File: config.mk
export PLATFORM = sky130hd
export DESIGN_NAME = trng_noise_sequencer
export DESIGN_NICKNAME = d
export VERILOG_FILES = /design/src/rtl/trng_noise_sequencer_pkg.sv /design/src/rtl/trng_noise_sequencer_settle_timer.sv /design/src/rtl/trng_noise_sequencer.sv
export SDC_FILE = /design/constraint.sdc
export NUM_CORES = 1
export LEC_CHECK = 0
export ABC_AREA = 1
export BUFFER_PORTS_ARGS = -buffer_cell sky130_fd_sc_hd__buf_2
export CAP_MARGIN = 10
export CORE_MARGIN = 5
export CORE_UTILIZATION = 50
export CTS_CLUSTER_DIAMETER = 30
export DETAILED_ROUTE_END_ITERATION = 8
export PLACE_DENSITY = 0.86
export SYNTH_ARGS = -nofsm -noshare
export SYNTH_HDL_FRONTEND = slang
export SYNTH_SLANG_ARGS = --single-unit
File: constraint.sdc
create_clock -name clk -period 6.8 [get_ports clk]
set_input_delay 2.04 -clock clk [delete_from_list [all_inputs] [get_ports clk]]
set_output_delay 2.04 -clock clk [all_outputs]
set_load 0.01 [all_outputs]
File: src/rtl/trng_noise_sequencer_pkg.sv
// Shared definitions for the noise-source power sequencer: state encoding,
// channel-count ceiling and the set-bit search reused by the CSR model.
package trng_noise_sequencer_pkg;

   localparam int MAX_CH = 8;
   localparam int IDX_W  = 3;

   // Returned by next_set_bit when no set bit exists at or above start.
   localparam logic [3:0] NO_BIT = 4'd8;

   typedef enum logic [2:0] {
      ST_OFF       = 3'd0,
      ST_BIAS_WAIT = 3'd1,
      ST_CH_WAIT   = 3'd2,
      ST_RUN       = 3'd3,
      ST_HOLD      = 3'd4,
      ST_PWRDN     = 3'd5
   } seq_state_e;

   function automatic logic [3:0] next_set_bit(input logic [MAX_CH-1:0] mask,
                                               input logic [3:0]        start);
      logic [3:0] r;
      r = NO_BIT;
      for (int i = MAX_CH - 1; i >= 0; i--) begin
         if (mask[i] && (4'(i) >= start)) r = 4'(i);
      end
      return r;
   endfunction

endpackage

File: src/rtl/trng_noise_sequencer_settle_timer.sv
// Down-counter shared by the bias, channel and hold phases. Loads max(value,1)-1
// and saturates at zero; done is high whenever the count has reached zero.
module settle_timer #(
   parameter int W = 16
) (
   input  logic         clk,
   input  logic         rst,
   input  logic         load,
   input  logic [W-1:0] value,
   input  logic         en,
   output logic         done
);

   logic [W-1:0] count_q, count_d;

   always_comb begin
      count_d = count_q;
      if (load) begin
         count_d = (value == '0) ? '0 : value - W'(1);
      end else if (en && (count_q != '0)) begin
         count_d = count_q - W'(1);
      end
   end

   always_ff @(posedge clk) begin
      if (rst) count_q <= '0;
      else     count_q <= count_d;
   end

   assign done = (count_q == '0);

endmodule

File: src/rtl/trng_noise_sequencer.sv
// Power sequencer for the TRNG avalanche noise sources: bias first, then each
// enabled channel in ascending order, with idle hold and ordered power-down.
module trng_noise_sequencer
   import trng_noise_sequencer_pkg::*;
#(
   parameter int NUM_CH   = 2,
   parameter int SETTLE_W = 16
) (
   input  logic                clk,
   input  logic                rst,
   input  logic                req,
   input  logic [NUM_CH-1:0]   ena_mask,
   input  logic [SETTLE_W-1:0] bias_settle,
   input  logic [SETTLE_W-1:0] ch_settle,
   input  logic [SETTLE_W-1:0] hold_cycles,
   output logic                noisebias_on,
   output logic [NUM_CH-1:0]   noise_on,
   output logic                ready,
   output logic                busy,
   output logic [2:0]          state
);

   seq_state_e          state_q, state_d;
   logic [NUM_CH-1:0]   mask_q, mask_d;
   logic [IDX_W-1:0]    idx_q, idx_d;
   logic [SETTLE_W-1:0] ch_settle_q, ch_settle_d;
   logic                bias_q, bias_d;
   logic [NUM_CH-1:0]   noise_q, noise_d;
   logic                ready_q, ready_d;
   logic                busy_q, busy_d;

   logic                tmr_load, tmr_en, tmr_done;
   logic [SETTLE_W-1:0] tmr_value;
   logic [MAX_CH-1:0]   mask_ext;
   logic [3:0]          search_start;
   logic [3:0]          next_bit;

   always_comb begin
      mask_ext = '0;
      mask_ext[NUM_CH-1:0] = mask_q;
   end

   // Leaving BIAS_WAIT searches from bit 0; inside CH_WAIT search above idx.
   assign search_start = (state_q == ST_BIAS_WAIT) ? 4'd0 : ({1'b0, idx_q} + 4'd1);
   assign next_bit     = next_set_bit(mask_ext, search_start);

   always_comb begin
      state_d     = state_q;
      mask_d      = mask_q;
      idx_d       = idx_q;
      ch_settle_d = ch_settle_q;
      tmr_load    = 1'b0;
      tmr_en      = 1'b0;
      tmr_value   = '0;
      case (state_q)
         ST_OFF: begin
            if (req && (ena_mask != '0)) begin
               state_d     = ST_BIAS_WAIT;
               mask_d      = ena_mask;
               ch_settle_d = ch_settle;
               tmr_load    = 1'b1;
               tmr_value   = bias_settle;
            end
         end
         ST_BIAS_WAIT, ST_CH_WAIT: begin
            if (!req) begin
               state_d = ST_PWRDN;
            end else if (tmr_done) begin
               if (next_bit == NO_BIT) begin
                  state_d = ST_RUN;
               end else begin
                  state_d   = ST_CH_WAIT;
                  idx_d     = next_bit[IDX_W-1:0];
                  tmr_load  = 1'b1;
                  tmr_value = ch_settle_q;
               end
            end else begin
               tmr_en = 1'b1;
            end
         end
         ST_RUN: begin
            if (!req) begin
               state_d   = ST_HOLD;
               tmr_load  = 1'b1;
               tmr_value = hold_cycles;
            end
         end
         ST_HOLD: begin
            if (req)           state_d = ST_RUN;
            else if (tmr_done) state_d = ST_PWRDN;
            else               tmr_en  = 1'b1;
         end
         ST_PWRDN: state_d = ST_OFF;
         default:  state_d = ST_OFF;
      endcase
   end

   // Outputs are decoded from the next state so they leave the flops aligned
   // with the state register.
   always_comb begin
      bias_d  = (state_d != ST_OFF);
      busy_d  = (state_d != ST_OFF);
      ready_d = (state_d == ST_RUN) || (state_d == ST_HOLD);
      noise_d = '0;
      case (state_d)
         ST_CH_WAIT: begin
            noise_d = noise_q;
            for (int i = 0; i < NUM_CH; i++) begin
               if (IDX_W'(i) == idx_d) noise_d[i] = 1'b1;
            end
         end
         ST_RUN, ST_HOLD: noise_d = noise_q;
         default:         noise_d = '0;
      endcase
   end

   always_ff @(posedge clk) begin
      if (rst) begin
         state_q     <= ST_OFF;
         mask_q      <= '0;
         idx_q       <= '0;
         ch_settle_q <= '0;
         bias_q      <= 1'b0;
         noise_q     <= '0;
         ready_q     <= 1'b0;
         busy_q      <= 1'b0;
      end else begin
         state_q     <= state_d;
         mask_q      <= mask_d;
         idx_q       <= idx_d;
         ch_settle_q <= ch_settle_d;
         bias_q      <= bias_d;
         noise_q     <= noise_d;
         ready_q     <= ready_d;
         busy_q      <= busy_d;
      end
   end

   settle_timer #(.W(SETTLE_W)) u_timer (
      .clk   (clk),
      .rst   (rst),
      .load  (tmr_load),
      .value (tmr_value),
      .en    (tmr_en),
      .done  (tmr_done)
   );

   assign noisebias_on = bias_q;
   assign noise_on     = noise_q;
   assign ready        = ready_q;
   assign busy         = busy_q;
   assign state        = state_q;

endmodule

# Word-level counts from Yosys, hierarchy flattened

Cells that the tools add are included.

ROM bits: 0
Memory bits (writable): 0
Bits in latches: 0
Input bits: 53
Output and inout port bits: 8
Register bits after elaboration: 44
Memories kept: 0

Equal/unequal tests: 11
Multiplexer cells: 37
Bitwise operators: 1
Order comparisons: 2
Reduce and logical (&&, ||, !) cells: 18
Divide/modulo/power cells: 0
Shift operators: 0
$add $sub $neg: 3
Multiply operators: 0

Operator list:

| cell                                                                               | count |
|---|---|
| 16-bit two-way mux                                                                 | 8 |
| 16-bit one-hot mux with 3 select lines                                             | 1 |
| 16-bit zero test                                                                   | 2 |
| 16-bit by 1-bit subtractor with 16-bit output, second input constant               | 2 |
| 3-bit two-way mux                                                                  | 10 |
| 16-bit nonzero test                                                                | 1 |
| 3-bit by 2-bit == test with 1-bit output, second input constant                    | 4 |
| 4-bit two-way mux                                                                  | 3 |
| 3-bit one-hot mux with 4 select lines                                              | 1 |
| 1-bit two-way mux                                                                  | 11 |
| 1-bit by 4-bit greater-or-equal comparator with 1-bit output, first input constant | 2 |
| 3-bit == test, second input constant                                               | 2 |
| 3-bit zero test                                                                    | 2 |
| 2-bit AND reduction                                                                | 3 |
| 3-bit by 1-bit adder with 4-bit output, second input constant                      | 1 |
| 4-bit == test, second input constant                                               | 1 |
| 1-bit logical AND                                                                  | 4 |
| 2-bit != test, second input constant                                               | 2 |
| 2-bit one-hot mux with 2 select lines                                              | 1 |
| 2-bit nonzero test                                                                 | 2 |
| 2-bit OR reduction                                                                 | 2 |
| 1-bit by 3-bit == test with 1-bit output, first input constant                     | 1 |
| 3-bit by 1-bit == test with 1-bit output, second input constant                    | 1 |
| 1-bit one-hot mux with 3 select lines                                              | 1 |
| other kinds (4)                                                                    | 4 |

# Logic depth before layout (Yosys ltp)

Gate-level depths: netlist of run 1.

Depth in word-level cells: 15
Gate-level depth with buffers: 18
Gate-level depth less buffers: 17

# By module

A second synthesis of run 1 with hierarchy kept.

Cell total of the unflattened synthesis: 527
Area total of the unflattened synthesis: 3188.1 um^2

By module, submodules not included:

| module               | cells an instance | area an instance (um^2) | instances |
|---|---|---|---|
| settle_timer         | 295               | 1614.0                  | 1 |
| trng_noise_sequencer | 232               | 1574.0                  | 1 |

# Worst setup path after synthesis of run 1

OpenSTA, ideal clock, no wires.

Path kind: in2reg
Start: input req
End: register u_timer.count_q[10]
Arrival time: 3717 ps
Slack: 2964 ps
Stages: 17
Setup time: 119 ps
Path buffers: 3
Cells stage by stage: buf_6 -> inv_2 -> nor2_1 -> and3_1 -> buf_6 -> buf_6 -> a22oi_1 -> o21ai_1 -> inv_2 -> ha_1 -> nand2_2 -> nor2_1 -> nand2_1 -> nand2_1 -> nand2_1 -> nand2_1 -> a21oi_1

Longest elaborated chain between the ends: 6

Ends and longest elaborated chain:

| what                                                                              | line                                    | RTL |
|---|---|---|
| from (decl)                                                                       | trng_noise_sequencer.sv:11              | `input logic req,` |
| 1-bit logical AND                                                                 | trng_noise_sequencer.sv:57              | `if (req && (ena_mask != '0)) begin` |
| 16-bit two-way mux                                                                | trng_noise_sequencer.sv:57              |  |
| 16-bit one-hot mux with 3 select lines                                            | trng_noise_sequencer.sv:55              | `case (state_q)` |
| 16-bit by 1-bit subtractor with 16-bit output or 16-bit zero test (tied branches) | trng_noise_sequencer_settle_timer.sv:19 | `count_d = (value == '0) ? '0 : value - W'(1);` |
| 16-bit two-way mux                                                                | trng_noise_sequencer_settle_timer.sv:19 |  |
| 16-bit two-way mux                                                                | trng_noise_sequencer_settle_timer.sv:18 | `if (load) begin` |
| to (signal assigned)                                                              | trng_noise_sequencer_settle_timer.sv:27 | `else count_q <= count_d;` |
| to (decl)                                                                         | trng_noise_sequencer_settle_timer.sv:14 | `logic [W-1:0] count_q, count_d;` |

Parallel ways exist; a longest one is shown, timed or not.
A chain may end at the register's enable or synchronous reset.

# Worst setup path in the final report of run 1

Start: input req
End: register u_timer.count_q[14]

The elaborated chain is that of the path after synthesis.

==> impl_metrics.yaml, run 1 <==
timing:
  hold_viol_final: 0
  fmax_mhz: 223
  rsz0062_at_grt: "no"
  finalMaxSlewViolations: 0
  period_needed_ns: 4.49
  tns_ns: 0
  setup_violations: 0
  worst_pin_slew_ns: 0.947
  clock_skew_ns: 0.00923
  slew_headroom_pct: 36.8
  fin_crit_sh_pct: 66.0
  worst_slack_ns: 2.31
clocking:
  clock-sinks: 44
  post-cts-setup-buffer-count: 0
  cts_tree: "yes"
  cts_root_buf: "clkbuf_8"
  cts_resized: 0
  worstSkewPairLatency_ns: 0.30
  htree_num_levels: 2
  numCtsBuffers: 5
  clockBufferDepth: 2
  cts_hold_buf: 0
  path_clk_slew_ns: 0.09
power_and_ir_drop:
  powerDensity_mw_per_mm2: 249
  switching_share_pct: 39.1
  power_leakage_uw: 0.00174
  pwr-share-comb_pct: 38.6
  ir_drop_uv: 152
  p_seq_share_pct: 38.2
  p_switching_uw: 332
  clock_power_share_pct: 23.2
  p_int_uw: 516
critical_path:
  cp.arrival_ns: 4.68
  timing_worst_setup_path_type: "input port to flop"
  critPathLaunchType: "input port"
  critical_path.max_fanout: 26
  cp.required_ns: 6.99
  cp-end-kind: "flop"
yosys:
  ys_ff_latch: 44
  yosysUniqueCellTypes: 39
  yosysTopAreaCell: "dfxtp_1"
  synth_area_leaders: "dfxtp_1 (29%), nand2_1 (11%), nor2_1 (10%)"
  synth_nets: 526
  yosysMostFrequentCell: "nand2_1"
  synth_top_area_share_pct: 29.1
  synth-async-reset-ratio_pct: 0
  synthFlopType: "dfxtp_1"
  synth_common_cells: "nand2_1 (86), nor2_1 (82), o21ai_0 (55)"
  synthCells: 469
  syn_area_mm2: 0.00302
  yosysWarnings: 0
  synth_edf_count: 0
  avgSynthCellArea_um2: 6.45
  synth-seq-area-share_pct: 29.1
cells_and_area:
  post-route-util_pct: 58.0
  layout-drive-gt1-share_pct: 18.8
  diodes: 0
  layout.nets: 577
  area_growth_pct: 12.8
  fin_cells: 596
run:
  cap_viol_max_count: 0
global_route:
  grt_pass1_vias: 2957
  grt_max_degree: 37
  overflow: 0
  track_usage_pct: 20.7
  grt_pass1_wl_um: 13100
  antenna_found_initial: 0
drt:
  vias_per_cell: 5.30
  ant_nets: 0
  met2_length_um: 3610
  wl_per_cell_um: 12.6
  drt_pass1_iterations: 5
  dr.max_layer_used: "met4"
  via_count: 3156
  drc_errors: 0
  wl_met1_um: 3430
  wl_um: 7530
  wl_met3_um: 405
  drt_iter0_drc: 273
place:
  io_buffer_count: 60
  dp.cells: 588
  place.gp.congestion: 0.934
  dp_hpwl_um: 5790
  pre_cts_ws_ns: 2.07
die:
  die-area_mm2: 0.00770
  die_h_um: 87.8
  rows: 28
  start_util_pct: 51.4
  pin_count: 61
  core_area_mm2: 0.00589
  die_w_um: 87.8
min_path:
  hold_path.class: "flop to flop"
status:
  status: "finished, final reports clean"
[sequential cells by signal (all words and copies together), names as in the netlist]
| signal | flops |
|---|---|
| mask_q | 2 |
| busy | 1 |
| noise_on | 2 |
| u_timer.count_q | 16 |
| idx_q | 3 |
| ready | 1 |
| ch_settle_q | 16 |
| state | 3 |
[power groups by stage]
stage               clock network [uW]  logic, uW  registers, uW
global placement                     0        317            327
finish                             196        328            324
CTS                                200        325            323
global route                       210        377            329
floorplan                            0        260            322
detailed placement                   0        322            329
[critical path: stages]
cell and delay (ns):
buf_2 0.18, inv_2 0.05, nor2_1 0.11, and3_1 0.79, inv_2 0.32, nand3_1 0.25
inv_2 0.16, nand2_1 0.37, inv_1 0.15, a31oi_1 0.17, a21oi_1 0.08
[path summary, 6_finish.rpt]
kind	slack (ns)	startpoint	end	cells after the start
worst max-delay path	2.31	req	u_timer.count_q[14]	11
worst max register to register	3.88	state[1]	u_timer.count_q[14]	9
worst min register to register	0.45	noise_on[1]	noise_on[1]	2
worst min-delay path	0.45	noise_on[1]	noise_on[1]	2
[per-stage QoR]
step | power [uW] | hold WS [ns] | cell area (um2)
global route | 915 | 0.488 | 3410
finish | 848 | 0.448 | 3410
CTS | 848 | 0.451 | 3410
global placement | 644 | 0.434 | 3300
floorplan | 582 | 0.429 | 3020
detailed placement | 651 | 0.438 | 3300
[cell families (layout without fill, tap and decap cells)]
family	count (synthesis)	in the layout	share of synthesized area (%)
AOI/OAI and AO/OA	107	107	20.4
xor gates and xnor gates	10	10	2.90
adders and majority gates	4	4	1.66
buffers and inverters	70	122	10.6
DFF	44	44	29.1
and+or+nand+nor	234	234	35.3
[layout make-up]
type | instances | area, um2
Clock buffer | 6 | 72.6
Clock inverter | 2 | 35.0
Fill cell | 585 | 2470
Inverter | 53 | 199
Multi-Input combinational cell | 355 | 1820
Sequential cell | 44 | 881
Tap cell | 75 | 93.8
Timing Repair Buffer | 61 | 308
[per-layer routing]
layer	vias to the layer above	GRT usage (%)
li1	1630	-
met1	1441	28.4
met2	78	34.5
met3	7	2.63
met4	0	4.88
met5	-	0
[layout by cell type (no fill, tap or decap), drive strengths merged]
cell	instances
a21boi	1
a21oi	29
a31oi	1
or2	1
and3	1
ha	4
nand3	38
nand3b	3
clkinv	1
buf	61
dfxtp	44
xnor2	1
o31ai	2
a22oi	16
a31o	1
bufinv	1
or3	1
o21ai	56
xor2	9
clkbuf	6
nor2	90
nand2	94
o21bai	1
nand4	5
nor3	1
inv	53
(Power assumes the default switching activity.)
==> run 2, diff against run 1 <==
--- a/config.mk
+++ b/config.mk
@@ -12,7 +12,7 @@
 export CORE_UTILIZATION = 50
 export CTS_CLUSTER_DIAMETER = 30
 export DETAILED_ROUTE_END_ITERATION = 8
-export PLACE_DENSITY = 0.86
+export PLACE_DENSITY = 0.89
 export SYNTH_ARGS = -nofsm -noshare
 export SYNTH_HDL_FRONTEND = slang
 export SYNTH_SLANG_ARGS = --single-unit
==> constraint.sdc (replaced) <==
create_clock -name clk -period 4.12 [get_ports clk]
set_input_delay 1.236 -clock clk [delete_from_list [all_inputs] [get_ports clk]]
set_output_delay 1.236 -clock clk [all_outputs]
set_load 0.01 [all_outputs]
==> impl_metrics.yaml, run 2 (same netlist as run 1, synthesis figures left out) <==
drt:
  wl_met1_um: 3250
  drt_iter0_drc: 228
  vias_per_cell: 5.40
  dr.max_layer_used: "met4"
  met2_length_um: 3550
  ant_nets: 0
  via_count: 3216
  drt_pass1_iterations: 5
  drc_errors: 0
  wl_met3_um: 478
  wl_um: 7390
  wl_per_cell_um: 12.4
cells_and_area:
  fill_cells: 544
  area_growth_pct: 13.4
  diodes: 0
  layout_common_cells: "nand2_1 (86), nor2_1 (82), buf_2 (60), o21ai_0 (55), inv_1 (48)"
  layout.nets: 577
  layout_commonest_cell: "nand2_1"
  reg.largest.list: "ch_settle_q: 16 flops, u_timer.count_q: 16 flops"
  layout-drive-gt1-share_pct: 19.0
timing:
  rsz0062_at_grt: "no"
  setup_violations: 0
  hold_viol_final: 0
  worst_pin_slew_ns: 0.847
  worst_slack_ns: 0.740
  slew_headroom_pct: 43.4
  fin_crit_sh_pct: 82.0
  clock_skew_ns: 0.00734
  fmax_mhz: 296
  finalMaxSlewViolations: 0
  period_needed_ns: 3.38
  tns_ns: 0
global_route:
  grt_pass1_vias: 3044
  antenna_found_initial: 0
  grt_pass1_wl_um: 12900
  track_usage_pct: 20.2
  grt_max_degree: 37
  overflow: 0
power_and_ir_drop:
  ir_drop_uv: 221
  power_leakage_uw: 0.00175
  powerDensity_mw_per_mm2: 411
min_path:
  hp-start: "noise_on[1]"
  hold_path.class: "flop to flop"
critical_path:
  critPathLaunchType: "input port"
  startpoint: "req"
  critPathSlowestCell: "and3_1"
  timing_worst_setup_path_type: "input port to flop"
  cp_cell_sequence: "buf_2 > inv_2 > nor2_1 > and3_1 > inv_2 > nand3_1 > inv_2 > nand2_1 > inv_1 > a31oi_1 > a21oi_1"
  cp-end-kind: "flop"
  r2r-start: "u_timer.count_q[0]"
  critical_path.max_fanout: 18
  cp.required_ns: 4.31
  cp.arrival_ns: 3.57
  r2r_setup_slack_ns: 1.33
  max_stage_delay_ns: 0.58
  cpMostUsedCell: "inv_2"
clocking:
  numCtsBuffers: 5
  worstSkewPairLatency_ns: 0.30
  htree_num_levels: 2
  clock-sinks: 44
  cts_root_buf: "clkbuf_8"
  cts_tree: "yes"
  clockBufferDepth: 2
  path_clk_slew_ns: 0.08
  post-cts-setup-buffer-count: 0
  cts_resized: 0
  cts_hold_buf: 0
place:
  pre_cts_ws_ns: 0.456
  dp_hpwl_um: 5720
  io_buffer_count: 60
  place.gp.congestion: 0.929
run:
  cap_viol_max_count: 0
die:
  core_area_mm2: 0.00589
  start_util_pct: 51.4
  die_h_um: 87.8
  rows: 28
  die-area_mm2: 0.00770
  pin_count: 61
  die_w_um: 87.8
status:
  status: "finished, final reports clean"
[run 2: routing by layer]
layer,GRT usage [%],up-vias
met5,0,-
met4,6.28,0
met3,3.20,14
met2,34.9,125
met1,25.8,1443
li1,-,1634
[run 2: layout make-up]
cell class,count,area [um2],area share [%]
flip-flops and latches,44,881,25.7
clock buffers,5,68.8,2.01
multi-input cells,355,1820,53.2
inverters,53,199,5.81
well taps,75,93.8,2.74
clock inverters,3,42.5,1.24
repair buffers,61,320,9.35
[run 2: power by group]
part	switching [uW]	total, uW	leakage (uW)	internal, uW
logic	354	546	0.00133	192
clock network	152	331	0.0000541	179
registers	50.0	533	0.000362	483
total	555	1410	0.00175	854
[run 2: per-stage QoR]
step                hold slack [ns]  area (um2)  util (%)  total power, uW  cells
finish                        0.453        3430      58.2             1410    596
global route                  0.477        3430      58.2             1510    596
CTS                           0.457        3430      58.2             1410    596
detailed placement            0.445        3320      56.3             1080    588
global placement              0.433        3320      56.3             1060    588
floorplan                     0.429        3020         -              960    469
[run 2: worst max-delay path: cells and delay by family]
kind,cells,cell delay [ns]
buf+inv,5,0.80
simple gates,4,1.26
compound gates,2,0.24
[run 2: path summary, 6_finish.rpt]
| kind | to | depth (start not counted) |
|---|---|---|
| worst min register to register | noise_on[1] | 2 |
| worst min-delay path | noise_on[1] | 2 |
| worst max register to register | u_timer.count_q[9] | 15 |
| worst max-delay path | u_timer.count_q[14] | 11 |
==> run 3, diff against run 2 <==
--- a/config.mk
+++ b/config.mk
@@ -5,7 +5,7 @@
 export SDC_FILE = /design/constraint.sdc
 export NUM_CORES = 1
 export LEC_CHECK = 0
-export ABC_AREA = 1
+export ABC_AREA = 0
 export BUFFER_PORTS_ARGS = -buffer_cell sky130_fd_sc_hd__buf_2
 export CAP_MARGIN = 10
 export CORE_MARGIN = 5
==> constraint.sdc (replaced) <==
create_clock -name clk -period 3.07 [get_ports clk]
set_input_delay 0.921 -clock clk [delete_from_list [all_inputs] [get_ports clk]]
set_output_delay 0.921 -clock clk [all_outputs]
set_load 0.01 [all_outputs]
==> impl_metrics.yaml, run 3 <==
power_and_ir_drop:
  ir_drop_uv: 446
  pwr-share-comb_pct: 60.3
  switching_share_pct: 46.2
  p_int_uw: 1690
  powerDensity_mw_per_mm2: 862
  p_switching_uw: 1450
  report.power.total_uw: 3140
  clock_power_share_pct: 11.7
  power_leakage_uw: 0.00145
  p_seq_share_pct: 27.9
critical_path:
  critical_path.max_fanout: 10
  timing_worst_setup_path_type: "flop to flop"
  critPathLaunchType: "flop"
  cp-end-kind: "flop"
  cp.required_ns: 3.30
  cp.arrival_ns: 3.08
clocking:
  clockBufferDepth: 2
  cts_tree: "yes"
  numCtsBuffers: 5
  cts_hold_buf: 0
  cts_root_buf: "clkbuf_8"
  worstSkewPairLatency_ns: 0.30
  htree_num_levels: 2
  clock-sinks: 44
  path_clk_slew_ns: 0.08
global_route:
  grt_max_degree: 37
  overflow: 0
  antenna_found_initial: 0
  grt_pass1_wl_um: 14700
  grt_pass1_vias: 3119
  track_usage_pct: 23.9
yosys:
  yosysTopAreaCell: "dfxtp_1"
  yosysMostFrequentCell: "nand2_1"
  synth_area_leaders: "dfxtp_1 (29%), nand2_1 (7.7%), a21oi_1 (5.5%)"
  synth_common_cells: "nand2_1 (62), dfxtp_1 (44), nor2_1 (37)"
  synth_top_area_share_pct: 29.2
  synthCells: 400
  avgSynthCellArea_um2: 7.53
  synth-async-reset-ratio_pct: 0
  synth_nets: 457
  synthFlopType: "dfxtp_1"
  synth-seq-area-share_pct: 29.2
  yosysWarnings: 0
  synth_edf_count: 0
  yosysUniqueCellTypes: 68
  ys_ff_latch: 44
  syn_area_mm2: 0.00301
place:
  place.gp.congestion: 1.00
  io_buffer_count: 60
  dp_hpwl_um: 7110
  placed_area_mm2: 0.00353
cells_and_area:
  layout_common_cells: "nand2_1 (62), buf_2 (60), dfxtp_1 (44), nor2_1 (34), a21oi_1 (33)"
  layout_commonest_cell: "nand2_1"
  area_growth_pct: 20.8
  reg.largest.list: "ch_settle_q: 16 flops, u_timer.count_q: 16 flops"
  layout.nets: 529
  post-route-util_pct: 61.8
  diodes: 0
  fin_area_mm2: 0.00364
  layout-drive-gt1-share_pct: 24.9
timing:
  finalMaxSlewViolations: 0
  setup_violations: 0
  whs_ns: 0.450
  tns_ns: 0
  worst_pin_slew_ns: 0.631
  slew_headroom_pct: 57.9
  hold_viol_final: 0
  clock_skew_ns: 0.00582
  rsz0062_at_grt: "no"
  fmax_mhz: 351
  period_needed_ns: 2.85
  fin_crit_sh_pct: 92.9
min_path:
  hold_path.class: "flop to flop"
run:
  cap_viol_max_count: 0
drt:
  ant_nets: 0
  wl_um: 8950
  vias_per_cell: 6.18
  drt_pass1_iterations: 5
  wl_per_cell_um: 16.3
  drt_iter0_drc: 420
  via_count: 3387
  drc_errors: 0
die:
  die_w_um: 87.6
  pin_count: 61
  die-area_mm2: 0.00768
  die_h_um: 87.6
  start_util_pct: 51.2
  core_area_mm2: 0.00589
  rows: 28
status:
  status: "finished, final reports clean"
[run 3: worst paths after layout]
path / from / end / slack (ns) / cells past startpoint
min reg2reg: noise_on[0] / noise_on[0] / 0.45 / 2
max reg2reg: u_timer.count_q[8] / u_timer.count_q[12] / 0.22 / 11
max: u_timer.count_q[8] / u_timer.count_q[12] / 0.22 / 11
min: noise_on[0] / noise_on[0] / 0.45 / 2
[run 3: metrics by stage]
stage	instances	worst slack, ns
floorplan	400	0.00472
global placement	540	0.0598
detailed placement	540	-0.0325
CTS	548	0.145
global route	548	0.0326
finish	548	0.219
[run 3: cell families after synthesis]
logic type               after synthesis  share of synthesized area [%]
AND/OR/NAND/NOR                      183                           30.9
multiplexers                           2                          0.664
XOR/XNOR                              24                           6.98
buffers and inverters                 25                           3.49
flip-flops                            44                           29.2
adder cells (fa/ha/maj)                4                           1.66
AO/OA/AOI/OAI                        118                           27.0
[run 3: worst max-delay path: stages, from the launching register on]
cell	delay, ns
dfxtp_1	0.36
or4_4	0.58
and4b_2	0.35
nand2_1	0.12
nor2_2	0.24
a21boi_2	0.12
ha_1	0.19
o221ai_1	0.07
nor2_1	0.10
a31oi_4	0.28
nand2b_2	0.17
o22ai_1	0.19
[run 3: what timing repair did]
action,CTS,global route
resized for setup,0,3
buffers inserted,0,0
setup endpoints to repair,0,9
[run 3: power groups by stage]
stage | combinational (uW) | clock [uW] | sequential [uW]
global route | 2070 | 399 | 900
detailed placement | 1840 | 0 | 884
global placement | 1800 | 0 | 874
CTS | 1860 | 373 | 870
finish | 1890 | 368 | 875
floorplan | 1370 | 0 | 850
[run 3: area by class of cell]
cell class	instances	area, um2
sequential	44	881
fill	514	2250
timing repair buffer	84	480
multi-input combinational	331	2070
clock inverter	3	23.8
clock buffer	5	68.8
tap	75	93.8
inverter	6	22.5
[run 3: metal layers]
metal  vias to the layer above  share of wire [%]  track usage (%)
li1                       1633                  -                -
met1                      1553                 42             31.5
met2                       174                 48             39.3
met3                        27                8.0             4.14
met4                         0                2.8             8.65
met5                         -                  0                0
